## config.mk

```make
export PLATFORM = sky130hd
export DESIGN_NAME = structure_expand_channel_pipelined_subs_flat
export DESIGN_NICKNAME = d
export VERILOG_FILES = /design/src/rtl/structure_expand_channel_pipelined_subs_if.sv /design/src/rtl/structure_expand_channel_pipelined_subs.sv /design/src/flat_wrapper.sv
export SDC_FILE = /design/constraint.sdc
export NUM_CORES = 1
export LEC_CHECK = 0
export ABC_AREA = 1
export BUFFER_PORTS_ARGS = -buffer_cell sky130_fd_sc_hd__clkbuf_2
export CELL_PAD_IN_SITES_DETAIL_PLACEMENT = 0
export CELL_PAD_IN_SITES_GLOBAL_PLACEMENT = 1
export CORE_MARGIN = 3
export CORE_UTILIZATION = 45
export CTS_CLUSTER_DIAMETER = 30
export DETAILED_ROUTE_END_ITERATION = 6
export PLACE_DENSITY_LB_ADDON = 0.1
export SYNTH_ARGS = -nofsm -noshare
export SYNTH_HDL_FRONTEND = slang
export SYNTH_SLANG_ARGS = --single-unit
```

## constraint.sdc

```tcl
create_clock -name clk -period 2.29 [get_ports clk]
set_input_delay 0.1145 -clock clk [delete_from_list [all_inputs] [get_ports clk]]
set_output_delay 0.1145 -clock clk [all_outputs]
set_load 0.02 [all_outputs]
```

## src/rtl/structure_expand_channel_pipelined_subs_if.sv

```systemverilog
// Valid/ready channel bundle for the structure-expand transmit path.
// The input side carries biased result words; the output side carries raw
// channel words toward a downstream structure-reduce stage.
interface structure_expand_channel_pipelined_subs_if #(
    parameter int WIDTH = 16
);
    logic             in_valid;
    logic [WIDTH-1:0] in_data;
    logic             in_ready;
    logic             out_valid;
    logic [WIDTH-1:0] out_data;
    logic             out_ready;

    // Driver of the input channel and consumer of the output channel.
    modport master (
        output in_valid, in_data, out_ready,
        input  in_ready, out_valid, out_data
    );

    // The expand block itself.
    modport slave (
        input  in_valid, in_data, out_ready,
        output in_ready, out_valid, out_data
    );
endinterface

```

## src/rtl/structure_expand_channel_pipelined_subs.sv

```systemverilog
// Structure-expand channel: strips a fixed bias from each accepted word and
// buffers the result in a small FIFO that drains onto the output channel.
// Optional build macro STRUCTURE_EXPAND_OVERFLOW_FLAG_EN: input is never
// back-pressured; words arriving at full are dropped and a sticky overflow
// flag is raised until reset.
module structure_expand_channel_pipelined_subs #(
    parameter int WIDTH = 16,
    parameter int DEPTH = 4,
    parameter int BIAS  = 2
) (
    input  logic                       clk,
    input  logic                       rst,
    structure_expand_channel_pipelined_subs_if.slave bus,
`ifdef STRUCTURE_EXPAND_OVERFLOW_FLAG_EN
    output logic                       overflow,
`endif
    output logic [$clog2(DEPTH+1)-1:0] count
);
    localparam int AW = (DEPTH > 1) ? $clog2(DEPTH) : 1;
    localparam int CW = $clog2(DEPTH+1);

    logic [WIDTH-1:0] mem [DEPTH];
    logic [AW-1:0]    wr_ptr;
    logic [AW-1:0]    rd_ptr;
    logic [CW-1:0]    count_q;
    logic             full;
    logic             empty;
    logic             push;
    logic             pop;

    // Occupancy alone decides readiness; a same-cycle pop never opens a full FIFO.
    always_comb begin
        full          = (count_q == CW'(DEPTH));
        empty         = (count_q == '0);
        push          = bus.in_valid && !full;
        pop           = !empty && bus.out_ready;
`ifdef STRUCTURE_EXPAND_OVERFLOW_FLAG_EN
        bus.in_ready  = 1'b1;
`else
        bus.in_ready  = !full;
`endif
        bus.out_valid = !empty;
        bus.out_data  = empty ? '0 : mem[rd_ptr];
        count         = count_q;
    end

    // Storage write of the unbiased word; contents need no reset since count gates visibility.
    always_ff @(posedge clk) begin
        if (!rst && push) begin
            mem[wr_ptr] <= bus.in_data - WIDTH'(BIAS);
        end
    end

    // Pointer and occupancy bookkeeping; reset overrides any push or pop.
    always_ff @(posedge clk) begin
        if (rst) begin
            wr_ptr  <= '0;
            rd_ptr  <= '0;
            count_q <= '0;
        end else begin
            if (push) wr_ptr <= wr_ptr + AW'(1);
            if (pop)  rd_ptr <= rd_ptr + AW'(1);
            if (push && !pop)      count_q <= count_q + CW'(1);
            else if (pop && !push) count_q <= count_q - CW'(1);
        end
    end

`ifdef STRUCTURE_EXPAND_OVERFLOW_FLAG_EN
    // Sticky flag for any word that arrived while the FIFO was full.
    always_ff @(posedge clk) begin
        if (rst) begin
            overflow <= 1'b0;
        end else if (bus.in_valid && full) begin
            overflow <= 1'b1;
        end
    end
`endif
endmodule

```

## src/flat_wrapper.sv

```systemverilog
// flat-port wrapper written by rule: the top's interface ports become plain ports
module structure_expand_channel_pipelined_subs_flat 
#(
    parameter int WIDTH = 16,
    parameter int DEPTH = 4,
    parameter int BIAS  = 2
)
  (clk, rst, count, bus_in_valid, bus_in_data, bus_out_ready, bus_in_ready, bus_out_valid, bus_out_data);
  structure_expand_channel_pipelined_subs_if #(.WIDTH(WIDTH)) bus_i ();
  input  logic clk;
  input  logic rst;
  output logic [$clog2(DEPTH+1)-1:0] count;
  input wire logic [$bits(bus_i.in_valid)-1:0] bus_in_valid;
  input wire logic [$bits(bus_i.in_data)-1:0] bus_in_data;
  input wire logic [$bits(bus_i.out_ready)-1:0] bus_out_ready;
  output wire logic [$bits(bus_i.in_ready)-1:0] bus_in_ready;
  output wire logic [$bits(bus_i.out_valid)-1:0] bus_out_valid;
  output wire logic [$bits(bus_i.out_data)-1:0] bus_out_data;
  assign bus_i.in_valid = bus_in_valid;
  assign bus_i.in_data = bus_in_data;
  assign bus_i.out_ready = bus_out_ready;
  assign bus_in_ready = bus_i.in_ready;
  assign bus_out_valid = bus_i.out_valid;
  assign bus_out_data = bus_i.out_data;
  structure_expand_channel_pipelined_subs #(.WIDTH(WIDTH), .DEPTH(DEPTH), .BIAS(BIAS)) u_core (.clk(clk), .rst(rst), .bus(bus_i), .count(count));
endmodule
```

==> qor.csv <==
metric;value;unit
status;completed;
ys_seq_elements;73;
antenna_found_initial;0;
use_met3;0.0298;
drive_gt1_frac;0.209;
htree_levels;3;
synthesis.area;3420;sq um
crit_type;register to register;
leakagePower;1.54;nW
power.density;1090;nW/um^2
async_reset_ff_frac;0;
hold_viol_final;0;
peakVddDrop;0.000616;V
drt_wl_total;6730;um
synthDistinctLibCells;25;
synth_edf_count;64;
grt_pass1_vias;2141;
cts_tree;yes;
place.port_buffers;40;
postSynthCellCount;332;
synthToLayoutAreaGrowth;14.7;%
synth_ff_type;edfxtp_1;
grt_max_degree;33;
fin_skew;0.00425;ns
layout.nets;409;
cp.arrival;2.14;ns
grt_pass1_wl;10900;um
antenna_left;0;
hp-class;primary input to register;
syn_avg_cell_area;10.3;sq um
post-dp-hpwl;4520;um
core-area;7290;sq um
track_usage;0.169;
use_met1;0.222;
fmax;0.530;GHz
cts_max_path_buffers;2;
setup_viol;0;
dieArea;8670;sq um
grtUsageMet2;0.271;
worstSkewPairLatency;0.35;ns
wire_per_inst;13.8;um
timing.final.max_slew_violations;0;
ioPinCount;41;
synth_warnings;0;
first_pass_iters;4;
path_max_fanout;4;
maxSlewHeadroom;0.632;
drt_iter0_drc;103;
num_rows;31;
die_x;93.1;um
numCtsBuffers;9;
gp_congestion;0.737;
cp-end-kind;register;
grt_overflow;0;
seq_area_frac_synth;0.615;
reg2reg_slack;0.40;ns
start_util;0.468;
ctsHoldBuffers;2;
vias;2283;
cts_resized;0;
post-route-min-period;1.89;ns
min_period_over_period;0.824;
nFillCells;705;
fin_setup_tns;0;ns
crit_path_start_kind;register;
antenna_cells;0;
final_core_util;0.537;
cts-root-buf;clkbuf_8;
drv_cap;0;
cp.required;2.54;ns
grt.busiest_layer;met2;
stdcell_count;486;
drc;0;
worstMarginPinSlew;0.551;ns
postCtsSetupBuffers;0;
vias_per_cell;4.70;
cts.clk_slew.worst_paths;0.08;ns
rsz0062_at_grt;false;
syn_nets;359;
dpl.cell_count;468;
cts.sinks;73;
die_y;93.1;um
Yosys cell counts, types with 4 or more instances:
cell,instances,share of area
inv_1,22,0.024
nand2_2,4,0.0073
nor2_1,91,0.10
nor2_2,5,0.0092
dfxtp_1,9,0.053
a21oi_1,19,0.028
xor2_1,6,0.015
nand2_1,40,0.044
buf_4,5,0.011
edfxtp_1,64,0.56
ha_1,6,0.022
nand3_1,8,0.012
o21ai_1,30,0.044
through the flow:
| stage | area [sq um] | hold slack [ns] | total power [W] | worst slack [ns] |
|---|---|---|---|---|
| 2_1_floorplan | 3420 | 0.184 | 0.00281 | 0.290 |
| 3_3_place_gp | 3670 | 0.340 | 0.00318 | 0.477 |
| 5_1_grt | 3920 | 0.102 | 0.00455 | 0.204 |
| 4_1_cts | 3920 | 0.0674 | 0.00433 | 0.399 |
| 6_report | 3920 | 0.0758 | 0.00427 | 0.403 |
| 3_5_place_dp | 3670 | 0.349 | 0.00320 | 0.409 |
layout by cell type, fill, tap and decap left out:
master | synthesis | routed
nand2_4 | 1 | 1
dlygate4sd3_1 | 0 | 2
nor2_4 | 2 | 2
edfxtp_1 | 64 | 64
buf_4 | 5 | 8
a21boi_2 | 1 | 1
nand3_1 | 8 | 8
nand2_1 | 40 | 40
clkbuf_8 | 0 | 9
xor2_1 | 6 | 6
a21oi_1 | 19 | 19
inv_1 | 22 | 22
clkbuf_2 | 0 | 40
clkinv_4 | 0 | 2
o21ai_0 | 3 | 3
xnor2_1 | 2 | 2
inv_2 | 3 | 3
nor2_2 | 5 | 5
nor2_1 | 91 | 91
ha_1 | 6 | 6
fa_1 | 1 | 1
clkinvlp_4 | 0 | 1
dfxtp_1 | 9 | 9
nand3b_1 | 3 | 3
o21ai_1 | 30 | 30
bufinv_16 | 0 | 2
inv_6 | 1 | 3
nand2_2 | 4 | 4
cell type report:
cell class	instances	area, sq um	area share
Clock buffer	9	124	0.0316
Clock inverter	7	103	0.0262
Inverter	26	103	0.0262
Multi-Input combinational cell	222	1080	0.276
Sequential cell	73	2100	0.537
Tap cell	99	124	0.0316
Timing Repair Buffer	50	280	0.0716
report_power, final:
group / switching [W] / leakage [nW] / internal (W)
Sequential: 0.0000841 / 0.655 / 0.00157
Combinational: 0.00103 / 0.778 / 0.000463
Clock: 0.000501 / 0.110 / 0.000624
Total: 0.00162 / 1.54 / 0.00266
critical path: stages (launching register included):
cell	delay (ns)
dfxtp_1	0.47
nor2_4	0.07
a21boi_2	0.24
ha_1	0.23
inv_1	0.07
fa_1	0.38
inv_1	0.07
nand2_1	0.04
nand3_1	0.08
nand2_1	0.06
nand2_1	0.05
nor2_1	0.04
path summary, 6_finish.rpt:
| path | startpoint | end | depth (start not counted) |
|---|---|---|---|
| worst max register to register | u_core.count[0]$_SDFFE_PP0P_ | u_core.count[2]$_SDFFE_PP0P_ | 11 |
| worst max-delay path | u_core.count[0]$_SDFFE_PP0P_ | u_core.count[2]$_SDFFE_PP0P_ | 11 |
| worst min-delay path | bus_in_valid | u_core.wr_ptr[0]$_SDFFE_PP0P_ | 4 |
| worst min register to register | u_core.rd_ptr[0]$_SDFFE_PP0P_ | u_core.rd_ptr[0]$_SDFFE_PP0P_ | 2 |
layer usage:
| layer | vias to the layer above | wire length (um) |
|---|---|---|
| li1 | 1203 | - |
| met1 | 1023 | 3150 |
| met2 | 45 | 3190 |
| met3 | 12 | 241 |
| met4 | 0 | 149 |
| met5 | - | 0 |
cells by family (layout without fill, tap and decap cells):
family,count (synthesis),count (layout),share of synthesized area
and+or+nand+nor,154,154,0.189
DFF,73,73,0.615
AOI/OAI and AO/OA,53,53,0.0795
buffers and inverters,37,92,0.0681
xor gates and xnor gates,8,8,0.0205
adders and majority gates,7,7,0.0278
state kept, by name, summed over array words and instances, names as in the netlist, named ones only:
register / cells
u_core.rd_ptr: 2
u_core.wr_ptr: 2
u_core.mem: 64
u_core.count: 3
Note: power is estimated with default switching activity, not from simulation.
